## src/rtl/event_window_3x3_if.sv

```systemverilog
// Pixel-in / window-out bus of the 3x3 event window generator.
// The master drives pixels and frame starts; the slave returns windows and status.
interface event_window_3x3_if;
  logic       startFrame;
  logic       pixelValid;
  logic       pixelIn;
  logic [8:0] windowOut;
  logic       windowValid;
  logic [7:0] xAddress;
  logic [7:0] yAddress;
  logic       frameDone;
  logic       busy;

  modport master (
    output startFrame, pixelValid, pixelIn,
    input  windowOut, windowValid, xAddress, yAddress, frameDone, busy
  );

  modport slave (
    input  startFrame, pixelValid, pixelIn,
    output windowOut, windowValid, xAddress, yAddress, frameDone, busy
  );
endinterface

```

## src/rtl/event_window_3x3.sv

```systemverilog
// Turns a raster stream of 1-bit event pixels into 3x3 windows around interior centres.
// Two row buffers plus a two-column shift register feed one registered window per accepted pixel.
module event_window_3x3 #(
  parameter int IMG_WIDTH  = 128,
  parameter int IMG_HEIGHT = 128
) (
  input  logic                clk,
  input  logic                reset,
  event_window_3x3_if.slave   bus
);

  localparam int         IDX_W    = $clog2(IMG_WIDTH);
  localparam logic [7:0] LAST_COL = 8'(IMG_WIDTH - 1);
  localparam logic [7:0] LAST_ROW = 8'(IMG_HEIGHT - 1);

  localparam logic [1:0] IDLE = 2'd0;
  localparam logic [1:0] RUN  = 2'd1;
  localparam logic [1:0] DONE = 2'd2;

  logic [1:0]           state;
  logic [7:0]           col;
  logic [7:0]           row;
  logic [IMG_WIDTH-1:0] lb0;
  logic [IMG_WIDTH-1:0] lb1;
  // Column vectors are indexed 0 = top (row r-2), 1 = middle, 2 = bottom (row r).
  logic [2:0]           sr_left;
  logic [2:0]           sr_mid;
  logic [2:0]           new_col;
  logic [IDX_W-1:0]     idx;
  logic                 accept;
  logic                 emit;
  logic                 last_pix;
  logic [8:0]           window_next;

  assign accept   = (state == RUN) && bus.pixelValid;
  assign idx      = col[IDX_W-1:0];
  assign new_col  = {bus.pixelIn, lb1[idx], lb0[idx]};
  assign emit     = accept && (col >= 8'd2) && (row >= 8'd2);
  assign last_pix = accept && (col == LAST_COL) && (row == LAST_ROW);

  // NOTE: every always_comb output gets a default first so no latch is inferred.
  always_comb begin
    window_next = '0;
    for (int dy = 0; dy < 3; dy++) begin
      window_next[3*dy]     = sr_left[dy];
      window_next[3*dy + 1] = sr_mid[dy];
      window_next[3*dy + 2] = new_col[dy];
    end
  end

  // NOTE: row buffers and column registers carry no reset; the c>=2 / r>=2 gate
  // guarantees stale bits never reach the output, and resetless storage maps to RAM.
  always_ff @(posedge clk) begin
    if (accept) begin
      lb0[idx] <= lb1[idx];
      lb1[idx] <= bus.pixelIn;
      sr_left  <= sr_mid;
      sr_mid   <= new_col;
    end
  end

  // NOTE: sequential state uses non-blocking assignments only, so every register
  // samples pre-edge values regardless of statement order.
  always_ff @(posedge clk or posedge reset) begin
    if (reset) begin
      state           <= IDLE;
      col             <= 8'd0;
      row             <= 8'd0;
      bus.windowOut   <= 9'd0;
      bus.windowValid <= 1'b0;
      bus.xAddress    <= 8'd0;
      bus.yAddress    <= 8'd0;
      bus.frameDone   <= 1'b0;
      bus.busy        <= 1'b0;
    end else begin
      bus.windowValid <= emit;
      bus.frameDone   <= last_pix;
      if (emit) begin
        bus.windowOut <= window_next;
        bus.xAddress  <= col - 8'd1;
        bus.yAddress  <= row - 8'd1;
      end

      case (state)
        IDLE: begin
          if (bus.startFrame) begin
            state    <= RUN;
            col      <= 8'd0;
            row      <= 8'd0;
            bus.busy <= 1'b1;
          end
        end
        RUN: begin
          if (accept) begin
            if (col == LAST_COL) begin
              col <= 8'd0;
              row <= (row == LAST_ROW) ? 8'd0 : row + 8'd1;
            end else begin
              col <= col + 8'd1;
            end
            if (last_pix) state <= DONE;
          end
        end
        DONE: begin
          // busy stays high through the frameDone cycle and drops on the way to IDLE.
          state    <= IDLE;
          bus.busy <= 1'b0;
        end
        default: begin
          state    <= IDLE;
          bus.busy <= 1'b0;
        end
      endcase
    end
  end

endmodule

```

## src/flat_wrapper.sv

```systemverilog
// flat-port wrapper written by rule: the top's interface ports become plain ports
module event_window_3x3_flat 
#(
  parameter int IMG_WIDTH  = 128,
  parameter int IMG_HEIGHT = 128
)
  (clk, reset, bus_startFrame, bus_pixelValid, bus_pixelIn, bus_windowOut, bus_windowValid, bus_xAddress, bus_yAddress, bus_frameDone, bus_busy);
  event_window_3x3_if bus_i ();
  input  logic clk;
  input  logic reset;
  input wire logic [$bits(bus_i.startFrame)-1:0] bus_startFrame;
  input wire logic [$bits(bus_i.pixelValid)-1:0] bus_pixelValid;
  input wire logic [$bits(bus_i.pixelIn)-1:0] bus_pixelIn;
  output wire logic [$bits(bus_i.windowOut)-1:0] bus_windowOut;
  output wire logic [$bits(bus_i.windowValid)-1:0] bus_windowValid;
  output wire logic [$bits(bus_i.xAddress)-1:0] bus_xAddress;
  output wire logic [$bits(bus_i.yAddress)-1:0] bus_yAddress;
  output wire logic [$bits(bus_i.frameDone)-1:0] bus_frameDone;
  output wire logic [$bits(bus_i.busy)-1:0] bus_busy;
  assign bus_i.startFrame = bus_startFrame;
  assign bus_i.pixelValid = bus_pixelValid;
  assign bus_i.pixelIn = bus_pixelIn;
  assign bus_windowOut = bus_i.windowOut;
  assign bus_windowValid = bus_i.windowValid;
  assign bus_xAddress = bus_i.xAddress;
  assign bus_yAddress = bus_i.yAddress;
  assign bus_frameDone = bus_i.frameDone;
  assign bus_busy = bus_i.busy;
  event_window_3x3 #(.IMG_WIDTH(IMG_WIDTH), .IMG_HEIGHT(IMG_HEIGHT)) u_core (.clk(clk), .reset(reset), .bus(bus_i));
endmodule
```

## config.mk

```make
export PLATFORM = sky130hd
export DESIGN_NAME = event_window_3x3_flat
export DESIGN_NICKNAME = d
export VERILOG_FILES = /design/src/rtl/event_window_3x3_if.sv /design/src/rtl/event_window_3x3.sv /design/src/flat_wrapper.sv
export SDC_FILE = /design/constraint.sdc
export NUM_CORES = 1
export LEC_CHECK = 0
export CORE_MARGIN = 4
export CORE_UTILIZATION = 45
export CTS_BUF_LIST = sky130_fd_sc_hd__clkbuf_4
export CTS_CLUSTER_SIZE = 25
export DETAILED_ROUTE_END_ITERATION = 16
export GPL_TIMING_DRIVEN = 0
export SLEW_MARGIN = 5
export SYNTH_ARGS = -nofsm -noshare
export SYNTH_HDL_FRONTEND = slang
export SYNTH_SLANG_ARGS = --single-unit
```

## constraint.sdc

```tcl
create_clock -name clk -period 8.5 [get_ports clk]
set_clock_uncertainty 0.1 [all_clocks]
set_input_delay 1.7 -clock clk [delete_from_list [all_inputs] [get_ports clk]]
set_output_delay 1.7 -clock clk [all_outputs]
set_load 0.005 [all_outputs]
```

==> summary.md <==
After synthesis the cells add up to 0.0129 mm^2. The finished layout holds 1489 standard cells, fillers aside. Summing the sequential cell areas from Yosys gives 69.7% of the chip area.

The max-slew violation total from the final report was 0. The mean post-synth cell area is 13.8 um^2. The run gives 0.351 ns as the worst hold slack. In the synthesized netlist, the cells that appear most often are 262 x sky130_fd_sc_hd__edfxtp_1, 155 x sky130_fd_sc_hd__nor2_1, 129 x sky130_fd_sc_hd__mux2i_1.

The power density over the cells was 313 mW/mm^2. STA classifies the critical path startpoint as an input port. The area growth from synthesis to layout is 14.4%.

The worst setup path is captured at a flop. The logs give 47500 um for the wire length of the first global-routing pass and 6 for the detailed-router iteration count before antenna repair. Number of endpoints failing setup at the final stage: 0. The net total in the final layout was 1063. After layout, the worst path uses 50.9% of the clock period. Type of the setup path with the least slack: in2reg. The critical path goes through clkdlybuf4s50_1 -> and2_1 -> clkbuf_1 -> nand3_1 -> clkbuf_1 -> nor2_1.

In the final timing run, aggregate negative setup slack is 0 ns. The achievable clock frequency is 231 MHz, and the worst reg2reg path depth is 8. In the post-synthesis netlist, the biggest area contributors are sky130_fd_sc_hd__edfxtp_1 61%, sky130_fd_sc_hd__mux2i_1 10%, sky130_fd_sc_hd__dfrtp_1 8.9%. In this run the tightest slew margin relative to its limit is 19.5%. For the worst setup path, the data required time is 8.74 ns. The combined buffer and inverter count along the critical path is 3. The number of nets with antenna violations after routing is 0, and the worst path arrival time is 4.57 ns.

For the gate count of the mapped netlist, the log shows 936. The number of endpoints with negative hold slack in the final report was 0; the cell count after placement was 1348. The most critical setup path has its endpoint at u_core.lb1[27]$_DFFE_PP_.

Buffers inserted to repair hold after CTS numbered 0. In the final routed layout, each cell accounts on average for 21.1 um. The effective utilization at floorplan was 46.1%. Setup repair after global routing left no endpoint under its margin. The total number of placement rows is 61, and the number of storage elements in the synthesis netlist is 308. The via density per instance is 5.48, and the core region area is 0.0281 mm^2. The run gives 19800 um as the sum of net half-perimeters after detailed placement. Clock latency on the worst-skew pair, taken at its later pin, is 0.67 ns. The worst supply voltage drop on vdd was 0.000309 V; the CTS clock-pin slew for the worst setup and hold paths was 0.06 ns. The tools report the global-route usage over all layers as 20.1%. The tool flagged a number of max-cap violations equal to 0. For this run, design rule violations remaining after detail routing come to 0. The number of distinct library cells after synthesis is 40, and the count of port buffers added during placement is 32. After layout, the minimum clock period comes to 4.33 ns.

The die covers 0.0316 mm^2. Setup slack on the worst reg-to-reg path comes out at 4.78 ns. The clock buffer count from CTS was 80. The cell seen most often among critical-path stages is sky130_fd_sc_hd__clkbuf_1.

After synthesis, the share of flip-flops with an asynchronous set or reset is 14.9%. The H-tree was split into 3 levels. The overall routed net length came out at 31500 um. The endpoint of the worst register-to-register path is u_core.lb0[50]$_DFFE_PP_. The weighted congestion at the end of routability-driven global placement was 0.816. The post-route netlist has 15.5% of its cells at a drive strength greater than 1. The slowest stage of the critical path belongs to the cell sky130_fd_sc_hd__clkbuf_1. The tools report the initial antenna violation count as 1. The via count of the first global-routing pass came out at 8311. The run gives 2516 as the total of fill cells in the finished design.

Among cell families on the critical path, the largest total delay comes from buffers and inverters. For the sum of internal, switching and leakage power, the log shows 4.63 mW. Gates resized during post-CTS repair numbered 0. The number of nets handed over by synthesis was 946. The number of setup buffers added after CTS is 0. For the pin with the worst max-slew slack, the measured transition is 1.21 ns. For the pin count of the biggest net entering global routing, the log shows 131. During synthesis, Yosys emitted a total of 0 warnings. The run gives 5.17 nW as the reported leakage power. The synthesized design spends more area on one cell type than any other, namely sky130_fd_sc_hd__edfxtp_1.

In this run the worst setup path begins at bus_pixelValid. The critical path runs through a total of 6 cells. The flow ran to the end, and the final reports show no timing, DRC or antenna violations. Dominant register cell in the synthesized netlist: sky130_fd_sc_hd__edfxtp_1. The tools report the aggregate global routing overflow as 0. The total via count after detailed routing was 8164; the height of the die was 178 um. In this run the deepest clock path goes through 3 buffers.

The most used standard cell by instance count after synthesis was sky130_fd_sc_hd__edfxtp_1. The highest net fanout along the worst path came out at 15. The top-level port count was 33. The die width came out at 178 um. The cell sitting at the root of the clock tree is a sky130_fd_sc_hd__clkbuf_4. The worst hold path belongs to the class reg2reg. The startpoint identified for the worst register-to-register timing path is u_core.col[1]$_DFFE_PP0P_. Counting every sink on the clock net gives 308. The top cell type by area accounts for 60.8% of the synthesized area. Yosys mapped a number of flops with a built-in enable equal to 262. The peak per-stage delay on the critical path works out to 0.65 ns. TritonCTS built the clock tree. For this block, the initial DRC count from the detailed router was 666.
-- state kept, by name, indices dropped and copies added, names as in the netlist --
| name | count |
|---|---|
| u_core.col | 8 |
| u_core.bus.windowValid | 1 |
| u_core.lb0 | 128 |
| u_core.row | 8 |
| u_core.state | 2 |
| u_core.sr_left | 3 |
| u_core.bus.xAddress | 8 |
| u_core.lb1 | 128 |
| u_core.bus.yAddress | 8 |
| u_core.sr_mid | 3 |
| u_core.bus.busy | 1 |
| u_core.bus.windowOut | 9 |
| u_core.bus.frameDone | 1 |
-- worst min-delay path by stage --
| stage | from | end | slack, ns | cells past startpoint |
|---|---|---|---|---|
| after global routing | u_core.sr_mid[1]$_DFFE_PP_ | u_core.sr_left[1]$_DFFE_PP_ | 0.37 | 0 |
| after detailed placement | u_core.sr_mid[0]$_DFFE_PP_ | u_core.sr_left[0]$_DFFE_PP_ | 0.33 | 0 |
| after CTS | u_core.sr_mid[1]$_DFFE_PP_ | u_core.sr_left[1]$_DFFE_PP_ | 0.35 | 0 |
| final | u_core.sr_mid[1]$_DFFE_PP_ | u_core.sr_left[1]$_DFFE_PP_ | 0.35 | 0 |
| after global placement | u_core.sr_mid[0]$_DFFE_PP_ | u_core.sr_left[0]$_DFFE_PP_ | 0.32 | 0 |
| after floorplan | u_core.sr_mid[0]$_DFFE_PP_ | u_core.sr_left[0]$_DFFE_PP_ | 0.32 | 0 |
-- per-layer routing --
metal	vias to the layer above	wire length, um	track usage (%)
met5	-	0	0
met4	0	772	7.25
met3	61	2170	4.47
met2	269	14700	31.9
met1	4031	13800	27.5
li1	3803	-	-
-- cell families after synthesis --
group / share of synthesized area [%]
AO/OA/AOI/OAI: 7.14
XOR/XNOR: 0.744
adder cells (fa/ha/maj): 0.483
buffers and inverters: 2.69
flip-flops: 69.7
multiplexers: 10.8
AND/OR/NAND/NOR: 8.45
-- layout make-up --
| class | count | area, um^2 | share of cell area, % |
|---|---|---|---|
| diodes | 1 | 2.50 | 0.0169 |
| plain buffers | 58 | 318 | 2.15 |
| clock buffers | 115 | 863 | 5.83 |
| clock inverters | 24 | 143 | 0.963 |
| inverters | 8 | 30.0 | 0.203 |
| multi-input cells | 562 | 3580 | 24.2 |
| flip-flops and latches | 308 | 9020 | 60.9 |
| well taps | 378 | 473 | 3.19 |
| repair buffers | 35 | 385 | 2.60 |
-- placed cells by master, fill, tap and decap left out, types with 3 or more instances in the layout --
cell,count
sky130_fd_sc_hd__a41oi_1,8
sky130_fd_sc_hd__nor2b_1,6
sky130_fd_sc_hd__clkdlybuf4s50_1,31
sky130_fd_sc_hd__o21ai_1,9
sky130_fd_sc_hd__buf_6,7
sky130_fd_sc_hd__clkinv_1,20
sky130_fd_sc_hd__clkbuf_4,115
sky130_fd_sc_hd__and2_1,3
sky130_fd_sc_hd__o22ai_1,64
sky130_fd_sc_hd__buf_4,7
sky130_fd_sc_hd__inv_2,3
sky130_fd_sc_hd__clkbuf_1,23
sky130_fd_sc_hd__mux2_2,10
sky130_fd_sc_hd__xnor2_1,9
sky130_fd_sc_hd__nor3_1,12
sky130_fd_sc_hd__nand3_1,13
sky130_fd_sc_hd__or2_2,3
sky130_fd_sc_hd__buf_2,20
sky130_fd_sc_hd__o31ai_1,7
sky130_fd_sc_hd__mux2i_1,129
sky130_fd_sc_hd__nand2_1,33
sky130_fd_sc_hd__a21oi_1,19
sky130_fd_sc_hd__nand2b_1,12
sky130_fd_sc_hd__ha_1,5
sky130_fd_sc_hd__edfxtp_1,262
sky130_fd_sc_hd__o21ai_0,41
sky130_fd_sc_hd__and3_1,5
sky130_fd_sc_hd__nor2_1,155
sky130_fd_sc_hd__inv_1,7
sky130_fd_sc_hd__dfrtp_1,46
-- report_power, final --
group / switching, mW / leakage [nW] / internal, mW
Clock: 0.574 / 0.597 / 0.680
Combinational: 0.879 / 1.64 / 0.447
Sequential: 0.0539 / 2.93 / 2.00
Total: 1.51 / 5.17 / 3.13
-- stage by stage --
stage | worst slack (ns) | util, % | area [um^2]
final | 4.17 | 52.7 | 14800
after global routing | 4.03 | 52.7 | 14800
after CTS | 4.19 | 52.6 | 14800
after detailed placement | 3.50 | 49.1 | 13800
after global placement | 2.17 | 48.9 | 13700
after floorplan | 5.24 | - | 12900
(Power assumes the default switching activity.)
==> RTL change (config.mk and constraints unchanged) <==
Make the reset (`reset`) synchronous in one clocked block.
--- a/src/rtl/event_window_3x3.sv
+++ b/src/rtl/event_window_3x3.sv
@@ -63,3 +63,3 @@
   // samples pre-edge values regardless of statement order.
-  always_ff @(posedge clk or posedge reset) begin
+  always_ff @(posedge clk) begin
     if (reset) begin
Behaviour: differs if reset is asserted again (counterexample within 4 cycles, from zero or initial values and one cycle with reset high); with reset held inactive, the same outputs for 4 cycles.
==> RTL change against the original RTL <==
Area after synthesis grew 1.5%; core utilization shrank 0.41 points; wire length grew 24%; worst hold slack lost 2.9 ps; sequential cell count is the same; cell area grew 1.7%; worst setup slack lost 260 ps; critical endpoint is now u_core.lb1[84]; largest cell class unchanged.
Power is not compared: it rests on default switching activity, and its combinational part moved more than twofold at a synthesized area within 25%.
==> RTL change: results (changes against the original RTL) <==
Parameter                              Value

Route
  Detailed-router iteration count before antenna repair    5 (-1)
  Detail-routed net length per standard cell    25.7 microns (+22%)
  Total via count in the routed design    8997 (+10%)
  Vias/cell    5.92 (+8.0%)
  First DRT Iteration DRCs    988 (+48%)
  Detailed-route DRC error count    0 (unchanged)

Global routing
  Initial antenna violation count    2 (+1)
  Pin count of the biggest net entering global routing    83 (-37%)
  Vias in the first global route    9071 (+9.1%)
  Overall fraction of global-route tracks in use    0.250 (+0.0485)
  Global-route wire length before repair    57.7 mm (+21%)

Final layout
  Nets@finish    1087 (+2.3%)
  FILL cells    2555 (+1.6%)
  Registers with the highest flip-flop counts    u_core.lb0: 128 flops, u_core.lb1: 128 flops, u_core.bus.windowOut: 9 flops
  Share of cells above drive strength 1    0.197 (+0.0417)

Power and ir drop
  Worst supply voltage drop on vdd    141 uV
  Leakage power figure    4.78 nW
  Net switching fraction of the power    0.236

Logic synthesis
  Count of flip-flops with a built-in enable after synthesis    262 (unchanged)
  Synth cell count leaders    262 x sky130_fd_sc_hd__edfxtp_1, 180 x sky130_fd_sc_hd__nor2_1, 46 x sky130_fd_sc_hd__dfxtp_1, 38 x sky130_fd_sc_hd__nand2_1, 34 x sky130_fd_sc_hd__a221oi_1
  Share of synthesized registers carrying an async set or reset    0 (-0.149)
  Most area-consuming cells after synthesis    sky130_fd_sc_hd__edfxtp_1 60%, sky130_fd_sc_hd__dfxtp_1 7.0%, sky130_fd_sc_hd__nor2_1 5.1%
  Syn Nets    970 (+2.5%)
  Yosys warnings    0 (unchanged)
  Most used flip-flop cell after synthesis    sky130_fd_sc_hd__edfxtp_1
  Average instance area after synthesis    13.7 sq um (-0.89%)
  Share of the yosys chip area belonging to registers    0.668 (-0.0281)
  Distinct cell type count after synthesis    78 (+95%)

Placed design
  Weighted congestion at the end of routability-driven global placement    0.884 (+8.4%)
  Number of buffer cells added on primary ports    32 (unchanged)
  Detailed placement HPWL    24.6 mm (+24%)
  Placed Instances    1377 (+2.2%)

Worst setup path
  Data arrival, critical path    4880 ps (+310 ps)
  Biggest fanout along the worst timing path    15 (unchanged)

Clocking
  Clock tree root buffer cell    sky130_fd_sc_hd__clkbuf_4
  Post-cts repair resize count    0 (unchanged)
  Max clock buf depth    3 (unchanged)
  Clock insertion delay at the later pin of the skew report    750 ps (+80 ps)
  H-tree depth    3 (unchanged)
  Total CTS buffers    81 (+1.3%)
  CTS clk-pin slew, worst paths    70 ps
  Setup fix buffers added after clock tree synthesis    0 (unchanged)

Hold path
  Hold crit path type    reg2reg

STA
  Worst Max-Slew Pin Slew    1180 ps (-25.3 ps)

Run status
  Status    finished, final reports clean
-- RTL change: stage by stage --
stage,area [sq um],worst slack (ps)
3_5_place_dp,14000,3290
3_3_place_gp,13900,2080
2_1_floorplan,13100,4770
6_report,15100,3910
4_1_cts,15100,4060
5_1_grt,15100,3870
-- RTL change: cells by family (layout without fill, tap and decap cells) --
logic type	Yosys count	in the layout	share of synthesized area
xor gates and xnor gates	24	24	0.0160
AOI/OAI and AO/OA	162	162	0.0965
other	0	2	0
DFF	308	308	0.668
muxes	66	66	0.0673
and+or+nand+nor	315	315	0.110
adders and majority gates	6	6	0.00571
buffers and inverters	78	253	0.0357
-- RTL change: area by class of cell --
cell class | count | share of cell area
clock buffer | 123 | 0.0613
buffer | 67 | 0.0283
sequential | 308 | 0.583
clock inverter | 18 | 0.00839
inverter | 11 | 0.00282
antenna | 2 | 0.000332
multi-input combinational | 573 | 0.259
timing repair buffer | 34 | 0.0248
tap | 384 | 0.0319
-- RTL change: layer usage --
metal	vias to the layer above	track usage	part of all wire
li1	3933	-	-
met4	0	0.107	0.037
met2	488	0.385	0.46
met1	4483	0.337	0.41
met5	-	0	0
met3	93	0.0635	0.092
-- RTL change: path summary, 6_finish.rpt --
path,start,endpoint,slack (ps),cells past startpoint
setup / recovery,bus_pixelValid,u_core.lb1[84],3910,7
hold / removal,u_core.sr_mid[1],u_core.sr_left[1],350,0
setup reg to reg,u_core.col[2],u_core.lb0[19],4770,9
hold reg to reg,u_core.sr_mid[1],u_core.sr_left[1],350,0
-- RTL change: power groups by stage --
stage	logic (mW)	clock network, mW	registers (mW)
CTS	0.209	1.35	1.67
finish	0.211	1.32	1.67
global placement	0.200	0	1.72
global route	0.224	1.43	1.67
floorplan	0.118	0	1.71
detailed placement	0.209	0	1.70
-- RTL change: critical path: stages --
cell and delay (ps):
sky130_fd_sc_hd__clkdlybuf4s50_1 500, sky130_fd_sc_hd__inv_1 50, sky130_fd_sc_hd__nor2_1 280, sky130_fd_sc_hd__clkbuf_1 780, sky130_fd_sc_hd__nand3_1 630, sky130_fd_sc_hd__clkbuf_1 580, sky130_fd_sc_hd__nor2_1 350
